### config.mk
export PLATFORM = sky130hd
export DESIGN_NAME = uart_mem_responder
export DESIGN_NICKNAME = d
export VERILOG_FILES = /design/src/rtl/uart_mem_responder.sv
export SDC_FILE = /design/constraint.sdc
export NUM_CORES = 1
export LEC_CHECK = 0
export CORE_ASPECT_RATIO = 0.8
export CORE_MARGIN = 2
export CORE_UTILIZATION = 55
export DETAILED_ROUTE_END_ITERATION = 10
export DONT_BUFFER_PORTS = 1
export PLACE_DENSITY = 0.74
export SLEW_MARGIN = 10
export SYNTH_ARGS = -nofsm -noshare
export SYNTH_HDL_FRONTEND = slang
export SYNTH_SLANG_ARGS = --single-unit
### constraint.sdc
create_clock -name clk -period 3.8 [get_ports clk]
set_input_delay 0.38 -clock clk [delete_from_list [all_inputs] [get_ports clk]]
set_output_delay 0.38 -clock clk [all_outputs]
set_load 0.01 [all_outputs]
### src/rtl/uart_mem_responder.sv
// Memory-side end of the UART memory link: decodes command frames and does 32-bit RAM word reads/writes.
// Latency: RAM read issued 1 cycle after A3 is accepted; first tx_start 3 cycles after A3 at the earliest.
// Backpressure: none on rx (bytes arriving outside a receive state are dropped); tx waits for tx_busy=0.
//
// Ports: clk/rst (async, active-high); rx_data/rx_valid/rx_fault from the UART receiver;
//        tx_data/tx_start/tx_busy to the UART transmitter; mem_ce/mem_we/mem_be/mem_addr/mem_wdata/mem_rdata
//        to a synchronous RAM (read data one cycle after mem_ce); frame_err pulses on any frame abort.
// Build option: define WRITE_ACK_EN to have every write frame answered with a single 0xA5 byte.
module uart_mem_responder #(
    parameter int ADDR_W         = 16,
    parameter int TIMEOUT_CYCLES = 1000000
) (
    input  logic              clk,
    input  logic              rst,
    input  logic [7:0]        rx_data,
    input  logic              rx_valid,
    input  logic              rx_fault,
    input  logic              tx_busy,
    output logic [7:0]        tx_data,
    output logic              tx_start,
    output logic              mem_ce,
    output logic              mem_we,
    output logic [3:0]        mem_be,
    output logic [ADDR_W-1:0] mem_addr,
    output logic [31:0]       mem_wdata,
    input  logic [31:0]       mem_rdata,
    output logic              frame_err
);

    localparam int TO_W = (TIMEOUT_CYCLES > 1) ? $clog2(TIMEOUT_CYCLES) : 1;
    localparam logic [TO_W-1:0] TO_LAST = TO_W'(TIMEOUT_CYCLES - 1);

    typedef enum logic [2:0] {
        S_IDLE, S_ADDR, S_DATA, S_MEM_WR, S_MEM_RD, S_RD_WAIT, S_SEND, S_TX_WAIT
    } state_t;

    state_t          state, state_nxt;
    logic            cmd_wr;
    logic [3:0]      cmd_be;
    logic [31:0]     addr_sr;
    logic [31:0]     data_sr;
    logic [31:0]     tx_sr;
    logic [1:0]      byte_cnt;   // field byte index, reused as tx byte index
    logic [TO_W-1:0] to_cnt;
    logic            tx_hold;    // first TX_WAIT cycle: tx_busy not yet valid
    logic            err_nxt;
    logic            take_byte;
    logic            to_hit;
    logic            unused_addr_bits;

    // Byte address -> word address; high bits and byte offset alias away.
    assign mem_addr         = addr_sr[ADDR_W+1:2];
    assign mem_wdata        = data_sr;
    assign tx_data          = tx_sr[7:0];
    assign to_hit           = (to_cnt == TO_LAST);
    assign unused_addr_bits = ^{addr_sr[31:ADDR_W+2], addr_sr[1:0]};

    always_ff @(posedge clk or posedge rst) begin
        if (rst) state <= S_IDLE;
        else     state <= state_nxt;
    end

    always_comb begin
        state_nxt = state;
        err_nxt   = 1'b0;
        take_byte = 1'b0;
        tx_start  = 1'b0;
        mem_ce    = 1'b0;
        mem_we    = 1'b0;
        mem_be    = 4'h0;
        case (state)
            S_IDLE: begin
                if (rx_valid) begin
                    if (rx_fault || (rx_data[6:4] != 3'b000)) err_nxt = 1'b1;
                    else                                      state_nxt = S_ADDR;
                end
            end
            S_ADDR, S_DATA: begin
                if (rx_valid) begin
                    if (rx_fault) begin
                        err_nxt   = 1'b1;
                        state_nxt = S_IDLE;
                    end else begin
                        take_byte = 1'b1;
                        if (byte_cnt == 2'd3) begin
                            if (state == S_DATA) state_nxt = S_MEM_WR;
                            else                 state_nxt = cmd_wr ? S_DATA : S_MEM_RD;
                        end
                    end
                end else if (to_hit) begin
                    err_nxt   = 1'b1;
                    state_nxt = S_IDLE;
                end
            end
            S_MEM_WR: begin
                // An all-zero byte-enable write is a no-op on the RAM.
                mem_ce = |cmd_be;
                mem_we = 1'b1;
                mem_be = cmd_be;
`ifdef WRITE_ACK_EN
                state_nxt = S_SEND;
`else
                state_nxt = S_IDLE;
`endif
            end
            S_MEM_RD: begin
                mem_ce    = 1'b1;
                state_nxt = S_RD_WAIT;
            end
            S_RD_WAIT: state_nxt = S_SEND;
            S_SEND: begin
                if (!tx_busy) begin
                    tx_start  = 1'b1;
                    state_nxt = S_TX_WAIT;
                end
            end
            S_TX_WAIT: begin
                if (!tx_hold && !tx_busy) state_nxt = (byte_cnt == 2'd3) ? S_IDLE : S_SEND;
            end
            default: state_nxt = S_IDLE;
        endcase
    end

    always_ff @(posedge clk or posedge rst) begin
        if (rst) begin
            cmd_wr    <= 1'b0;
            cmd_be    <= 4'h0;
            addr_sr   <= 32'h0;
            data_sr   <= 32'h0;
            tx_sr     <= 32'h0;
            byte_cnt  <= 2'd0;
            to_cnt    <= '0;
            tx_hold   <= 1'b0;
            frame_err <= 1'b0;
        end else begin
            frame_err <= err_nxt;
            case (state)
                S_IDLE: begin
                    byte_cnt <= 2'd0;
                    to_cnt   <= '0;
                    if (state_nxt == S_ADDR) begin
                        cmd_wr <= rx_data[7];
                        cmd_be <= rx_data[3:0];
                    end
                end
                S_ADDR, S_DATA: begin
                    if (take_byte) begin
                        to_cnt   <= '0;
                        byte_cnt <= byte_cnt + 2'd1;
                        // LSB first: shift in from the top so byte 0 ends at [7:0].
                        if (state == S_ADDR) addr_sr <= {rx_data, addr_sr[31:8]};
                        else                 data_sr <= {rx_data, data_sr[31:8]};
                    end else begin
                        to_cnt <= to_cnt + 1'b1;
                    end
                end
                S_MEM_WR: begin
`ifdef WRITE_ACK_EN
                    // Single ack byte: start the byte index at the last slot.
                    tx_sr    <= 32'h0000_00A5;
                    byte_cnt <= 2'd3;
`endif
                end
                S_RD_WAIT: tx_sr <= mem_rdata;
                S_SEND:    tx_hold <= !tx_busy;
                S_TX_WAIT: begin
                    tx_hold <= 1'b0;
                    if (!tx_hold && !tx_busy) begin
                        tx_sr    <= {8'h00, tx_sr[31:8]};
                        byte_cnt <= byte_cnt + 2'd1;
                    end
                end
                default: ;
            endcase
        end
    end

endmodule

* After elaboration in Yosys (flattened, before gate mapping)
Index checks and enable logic that the tools add are counted.
Operators by class: add/sub/neg operators 2, multiply operators 0, divide/modulo/power cells 0, $lt $le $gt $ge 0, eq/ne operators 12, shifts and indexed selects 0, mux-type cells 34, bitwise gates (word level) 1, reductions and logical operators 17
Operators with widths (count):
- one-hot mux 32 bit (2 select lines) | 1
- one-hot mux 20 bit (2 select lines) | 1
- two-way mux 3 bit | 11
- two-way mux 32 bit | 1
- one-hot mux 3 bit (7 select lines) | 1
- adder 20 x 1 -> 20 bit (second input constant) | 1
- == test 20 bit (second input constant) | 1
- two-way mux 20 bit | 1
- == test 3 bit (second input constant) | 4
- two-way mux 1 bit | 11
- AND reduction 3 bit | 3
- == test 3 x 1 -> 1 bit (second input constant) | 2
- == test 3 x 2 -> 1 bit (second input constant) | 2
- one-hot mux 1 bit (2 select lines) | 3
- one-hot mux 2 bit (3 select lines) | 1
- nonzero test 2 bit | 3
- nonzero test 3 bit | 2
- two-way mux 2 bit | 2
- two-way mux 4 bit | 1
- != test 2 bit (second input constant) | 2
- AND reduction 2 bit | 2
- OR reduction 4 bit | 1
- logical NOT 3 bit | 1
- adder 2 x 1 -> 2 bit (second input constant) | 1
- other kinds (6) | 7
Word-level totals: register bits after elaboration 128, latch bits 0, memory bits (writable) 0, bits in read-only memories 0, input port bits 45, output and inout bits 64, word-level logic and storage cells 76, memories 0

* Longest topological paths before layout
Gate-level depths: netlist of the first run.
depth after elaboration 8, depth in mapped cells 7, mapped depth without buffers 5

* Worst setup path before layout of the first run
OpenSTA, ideal clock, no wires.
kind reg2reg, start register to_cnt[0], end register to_cnt[14], setup time 0.078 ns, data arrival time 1.801 ns, data required time 3.722 ns, path slack 1.922 ns, stages on the path, launching flop included 7, path buffers 1, period minus slack after synthesis 1.878 ns, cells stage by stage dfrtp_1 -> ha_1 -> nand3_1 -> or4_1 -> buf_2 -> or3_1 -> a21oi_1
On the way: longest elaborated chain between the ends 3
Ends and longest elaborated chain:
- start: declaration | RTL line 44 | logic [TO_W-1:0] to_cnt;
- start signal: assignment | RTL line 154 | to_cnt <= to_cnt + 1'b1;
- adder 20 x 1 -> 20 bit | RTL line 154
- two-way mux 20 bit | RTL line 147 | if (take_byte) begin
- one-hot mux 20 bit (2 select lines) | RTL line 137 | case (state)
No other way between the ends. A chain may end at the register's enable or synchronous reset.

* Final worst setup path of the first run
start register state[1], end register addr_sr[31]
On the way: longest elaborated chain between the ends 4, elaborated cells between the ends (all ways) 5, classes of those cells 2 x eq/ne; 1 x mux; 2 x reduce/logical
Ends and longest elaborated chain:
- start: declaration | RTL line 37 | state_t state, state_nxt;
- start signal: assignment | RTL line 60 | else state <= state_nxt;
- == test 3 x 2 -> 1 bit or == test 3 x 1 -> 1 bit (tied branches) | RTL line 71, 137, 151
- OR reduction 2 bit | RTL line 71, 137
- two-way mux 1 bit | RTL line 71 | case (state)
- AND reduction 3 bit (no line) *
- end signal: assignment | RTL line 151 | if (state == S_ADDR) addr_sr <= {rx_data, addr_sr[31:8]};
- end: declaration | RTL line 40 | logic [31:0] addr_sr;
Every way passes the cells marked *; elsewhere a longest branch is shown, timed or not.

==> results of run 1 <==
[cell type report]
type	instances	area, µm²
Timing Repair Buffer	6	45.0
Sequential cell	126	3150
Inverter	5	21.3
Clock buffer	23	478
Multi-Input combinational cell	295	2090
Clock inverter	9	86.3
Tap cell	136	170
Fill cell	795	3690
[critical path: stages (launching register included)]
cell	delay (ns)
dfrtp_1	0.63
clkinv_1	0.71
nand3_1	0.31
buf_4	0.40
mux2_2	0.39
[routing by layer]
metal	wire length, µm	GRT usage (%)
met5	0	0
met4	170	8.04
met3	1050	8.00
met2	5140	31.7
met1	5070	29.9
[worst min-delay path by stage]
| stage | slack [ns] | depth (start not counted) | from | endpoint |
|---|---|---|---|---|
| finish | 0.05 | 1 | rst | mem_wdata[17] |
| global route | 0.07 | 1 | rx_valid | state[0] |
| CTS | 0.05 | 1 | rx_valid | state[0] |
| detailed placement | 0.47 | 2 | tx_sr[18] | tx_sr[18] |
| global placement | 0.46 | 2 | tx_sr[12] | tx_sr[12] |
| floorplan | 0.45 | 2 | tx_sr[10] | tx_sr[10] |
[flip-flops by register name, indices dropped and copies added (netlist names)]
signal	count
state	3
tx_sr	32
tx_hold	1
to_cnt	20
cmd_be	4
mem_wdata	32
byte_cnt	2
cmd_wr	1
frame_err	1
addr_sr	30
[logic make-up after synthesis]
family          after synthesis  share of synthesized area (%)
compound gates               98                           11.0
buf+inv                      57                           5.63
flops                       126                           56.8
mux                          70                           14.1
fa+ha+maj                     2                          0.450
xor+xnor                      8                           1.26
simple gates                117                           10.8
[power groups by stage]
stage	combinational [mW]	sequential, mW	clock [mW]
floorplan	0.194	1.50	0
global placement	0.154	1.54	0
detailed placement	0.164	1.55	0
CTS	0.165	1.52	1.54
global route	0.181	1.54	1.60
finish	0.162	1.52	1.51
[placed cells by master (no fill, tap or decap), types with 3 or more instances in the layout]
cell,count
nand2b_1,4
inv_1,3
o41ai_1,3
clkinv_4,3
xnor2_1,5
xor2_1,3
nand4_1,6
nand3_1,11
clkbuf_16,17
clkbuf_8,3
or3_1,5
nor2_1,12
or4_1,6
clkbuf_1,3
clkinv_2,3
a22o_1,10
and3_1,8
nand2_1,43
a21oi_1,10
nor3_1,4
o21ai_0,37
buf_4,6
o22ai_1,25
dfrtp_1,126
mux2_2,68
o31ai_1,3
nor4_1,7
[stage by stage]
| step | instances | hold slack [ns] | worst slack, ns |
|---|---|---|---|
| finish | 600 | 0.0515 | 1.24 |
| global route | 600 | 0.0717 | 1.10 |
| CTS | 600 | 0.0545 | 1.29 |
| detailed placement | 568 | 0.471 | 1.30 |
| global placement | 568 | 0.461 | 1.42 |
| floorplan | 478 | 0.450 | 0.0641 |
==> impl_metrics.py, run 1 <==
metrics = {
    "floorplan": {
        "design.portCount": 109,
        "initial_core_util_pct": 57.1,
        "num_rows": 32,
        "die_x_um": 116,
        "design.die.area_um2": 10900,
        "core_area_um2": 9730,
        "die_h_um": 93.9,
    },
    "timing": {
        "setup_tns_ns": 0,
        "timing_max_transition_violations_final": 0,
        "worst_margin_pin_slew_ns": 0.960,
        "timing.final.hold_violations": 0,
        "skew_ns": 0.0102,
        "post-route-min-period_ns": 2.56,
        "final_setup_violations": 0,
        "min_period_over_period_pct": 67.5,
        "relative_slew_margins_pct": 35.8,
        "max_clock_freq_mhz": 390,
        "grt_setup_unrepaired": "false",
    },
    "grt": {
        "grt_pass1_vias": 3526,
        "wire_length_of_the_first_global_routing_pass_mm": 17.9,
        "antenna_found_initial": 0,
        "grt_start_max_net_pins": 79,
        "gr-total-overflow": 0,
        "grtUsageTotal_pct": 21.8,
    },
    "outcome": {
        "status": "finished, final reports clean",
    },
    "clock_tree": {
        "clock_tree_from_tritoncts": "done",
        "post_cts_buffers": 0,
        "worst_case_clock_buffer_depth": 2,
        "clk_latency_ns": 0.41,
        "h-tree-depth": 4,
        "post_cts_resize_count": 0,
        "path_clk_slew_ns": 0.05,
        "numClockSinks": 126,
        "number_of_buffers_inserted_for_hold_repair_after_clock_tree_synthesis": 0,
        "cts-root-buf": "clkbuf_16",
        "cts_buffers": 17,
    },
    "power_and_ir_drop": {
        "p_clk_share_pct": 47.3,
        "leakagePower_nw": 2.77,
        "power_density_nw_per_um2": 530,
        "share_seq_of_total_power_pct": 47.6,
        "total_power_mw": 3.20,
        "ir_drop_uv": 492,
        "combPwrFrac_pct": 5.0,
        "power_report.internal_total_mw": 2.48,
        "power.net_switching_mw": 0.718,
        "switching_fraction_of_total_power_pct": 22.4,
    },
    "placement": {
        "io_buffers": 0,
        "gp_routability_congestion": 0.873,
        "post_place_instance_area_um2": 5480,
        "detailedPlacementHpwl_mm": 7.70,
    },
    "setup_path": {
        "worst_ep_arrival_time_ns": 2.85,
        "regToRegSetupSlack_ns": 1.24,
        "timing.critical_path.required_ns": 4.09,
        "crit_end": "addr_sr[31]",
        "reg2reg_capture_point": "addr_sr[31]",
        "worstSetupEndpointType": "register",
        "critical_path.max_fanout": 32,
        "setup.worst_path.start": "state[1]",
        "rr_startpoint": "state[1]",
        "timing.critical_path.from_type": "register",
        "reg2reg_depth": 4,
        "critical_path_class": "reg -> reg",
    },
    "synth": {
        "ys_seq_area_share_pct": 56.8,
        "synth_most_common_cell": "dfrtp_1",
        "netlist_top_cells_count": "dfrtp_1, mux2_2, nand2_1",
        "ys_top_cells_by_area": "dfrtp_1, mux2_2, o21ai_0",
        "synth_top_cell_area_share_pct": 56.8,
        "synth-edff-count": 0,
        "synthDominantAreaCellType": "dfrtp_1",
        "yosysWarnings": 0,
        "syn-num-nets": 525,
        "synthesis.area_per_instance_um2": 11.6,
        "netlist_cell_types": 40,
        "netlist_area_um2": 5550,
        "ys_async_sr_fraction_pct": 100,
        "synth-main-ff-cell": "dfrtp_1",
        "syn-instance-count": 478,
        "synth-seq-cells": 126,
    },
    "layout": {
        "nNetsFinal": 498,
        "final_core_util_pct": 62.1,
        "post-route-cell-area_um2": 6040,
        "insertedDiodeCount": 0,
        "layout-drive-gt1-share_pct": 22.6,
        "syn_to_final_growth_pct": 8.79,
    },
    "routing": {
        "detail-route-antenna-nets": 0,
        "detailedRoute.firstPassIterationCount": 5,
        "drt-wirelength-per-cell_um": 19.1,
        "route.detailed.vias_per_inst": 6.07,
        "detailroute.via_count": 3639,
        "drtIter0Drc": 380,
        "drc_errors": 0,
        "routed_wirelength_mm": 11.4,
    },
    "hold_path": {
        "min_path_type": "in -> async",
    },
    "run": {
        "cap_violations": 0,
    },
}
Note: power is estimated with default switching activity, not from simulation.
==> inputs of run 2 (changes only) <==
--- a/config.mk
+++ b/config.mk
@@ -10,7 +10,7 @@
 export CORE_UTILIZATION = 55
 export DETAILED_ROUTE_END_ITERATION = 10
 export DONT_BUFFER_PORTS = 1
-export PLACE_DENSITY = 0.74
+export PLACE_DENSITY = 0.71
 export SLEW_MARGIN = 10
 export SYNTH_ARGS = -nofsm -noshare
 export SYNTH_HDL_FRONTEND = slang
==> constraint.sdc (replaced) <==
create_clock -name clk -period 2.6 [get_ports clk]
set_input_delay 0.26 -clock clk [delete_from_list [all_inputs] [get_ports clk]]
set_output_delay 0.26 -clock clk [all_outputs]
set_load 0.01 [all_outputs]
==> run 2 against run 1 <==
Compared with the run above: flip-flop and latch count is the same; non-clock buffer count grew 24; utilization grew 2.9 points; largest power group is now clock.
==> impl_metrics.py, run 2 (synthesis results as in run 1) <==
metrics = {
    "routing": {
        "detailroute.via_count": 3734,
        "routed_wirelength_mm": 12.0,
        "drt-wirelength-per-cell_um": 19.3,
        "drc_errors": 0,
        "drtIter0Drc": 426,
        "route.detailed.vias_per_inst": 5.97,
        "detailedRoute.firstPassIterationCount": 4,
        "detail-route-antenna-nets": 0,
    },
    "layout": {
        "layout-drive-gt1-share_pct": 23.2,
        "final_core_util_pct": 65.0,
        "syn_to_final_growth_pct": 13.8,
        "nNetsFinal": 522,
        "post-route-cell-area_um2": 6320,
        "multi_input_logic_area_um2": 2090,
        "layout_commonest_cell": "dfrtp_1",
        "final_cells": 625,
        "final_cell_mix": "dfrtp_1, mux2_2, nand2_1, o21ai_0, o22ai_1",
        "fillerInstances": 744,
        "area.sequential_um2": 3150,
    },
    "placement": {
        "detailedPlacementHpwl_mm": 8.07,
        "io_buffers": 0,
        "dp.cells": 574,
        "post_place_instance_area_um2": 5530,
        "place_worst_setup_slack_ns": 0.425,
        "gp_routability_congestion": 0.897,
    },
    "floorplan": {
        "design.portCount": 109,
        "design.die.area_um2": 10900,
        "initial_core_util_pct": 57.1,
        "die_h_um": 93.9,
        "core_area_um2": 9730,
        "die_x_um": 116,
        "num_rows": 32,
    },
    "run": {
        "cap_violations": 0,
    },
    "clock_tree": {
        "clock_tree_from_tritoncts": "done",
        "h-tree-depth": 4,
        "numClockSinks": 126,
        "cts-root-buf": "clkbuf_16",
        "worst_case_clock_buffer_depth": 2,
        "path_clk_slew_ns": 0.06,
        "post_cts_buffers": 0,
        "post_cts_resize_count": 0,
        "cts_buffers": 17,
        "clk_latency_ns": 0.41,
        "number_of_buffers_inserted_for_hold_repair_after_clock_tree_synthesis": 18,
    },
    "setup_path": {
        "critical_path.max_fanout": 15,
        "critical_path_class": "reg -> reg",
        "timing.critical_path.required_ns": 2.93,
        "timing.critical_path.from_type": "register",
        "worstSetupEndpointType": "register",
        "worst_ep_arrival_time_ns": 2.51,
    },
    "timing": {
        "min_period_over_period_pct": 84.0,
        "holdWs_ns": 0.0507,
        "relative_slew_margins_pct": 39.4,
        "worst_margin_pin_slew_ns": 0.908,
        "grt_setup_unrepaired": "false",
        "skew_ns": 0.00591,
        "post-route-min-period_ns": 2.18,
        "final_setup_violations": 0,
        "setup_tns_ns": 0,
        "max_clock_freq_mhz": 458,
        "timing.final.hold_violations": 0,
        "final_critical_path_setup_slack_ns": 0.417,
        "timing_max_transition_violations_final": 0,
    },
    "outcome": {
        "status": "finished, final reports clean",
    },
    "grt": {
        "grtUsageTotal_pct": 23.2,
        "grt_start_max_net_pins": 57,
        "antenna_found_initial": 2,
        "gr-total-overflow": 0,
        "grt_pass1_vias": 3546,
        "wire_length_of_the_first_global_routing_pass_mm": 18.8,
    },
    "power_and_ir_drop": {
        "total_power_mw": 4.92,
        "ir_drop_uv": 543,
        "power_density_nw_per_um2": 778,
        "leakagePower_nw": 2.89,
    },
    "hold_path": {
        "min_path_type": "in -> reg",
    },
}
run 2: area by class of cell:
type / count / area share [%]
multi-input cells: 295 / 33.1
flip-flops and latches: 126 / 49.9
repair buffers: 30 / 4.27
clock inverters: 10 / 2.16
clock buffers: 22 / 7.50
inverters: 5 / 0.356
diodes: 1 / 0.0396
well taps: 136 / 2.69
run 2: path summary, 6_finish.rpt:
| path | to | from | cells after the start | slack, ns |
|---|---|---|---|---|
| max in group asynchronous | addr_sr[28] | rst | 3 | 1.31 |
| worst max-delay path | to_cnt[14] | state[1] | 4 | 0.42 |
| worst min register to register | tx_sr[8] | tx_sr[8] | 2 | 0.48 |
| worst min-delay path | tx_sr[0] | mem_rdata[0] | 2 | 0.05 |
| worst max register to register | to_cnt[14] | state[1] | 4 | 0.42 |
| min in group asynchronous | mem_wdata[6] | rst | 2 | 0.44 |
run 2: power by group:
group          internal, mW  switching [mW]
logic                 0.154           0.122
clock network          1.58           0.838
registers              2.11           0.115
total                  3.84            1.07
run 2: per-layer routing:
metal	global-route usage (%)	vias to the layer above	wire (µm)
li1	-	1709	-
met1	31.2	1872	5150
met2	34.0	139	5670
met3	9.81	12	1120
met4	7.64	2	99
met5	0	-	13
run 2: critical path: stages, from the launching register on:
cell and delay [ns]:
dfrtp_1 0.53, a21o_1 0.35, or4_1 0.69, or3_1 0.40, a21oi_1 0.14
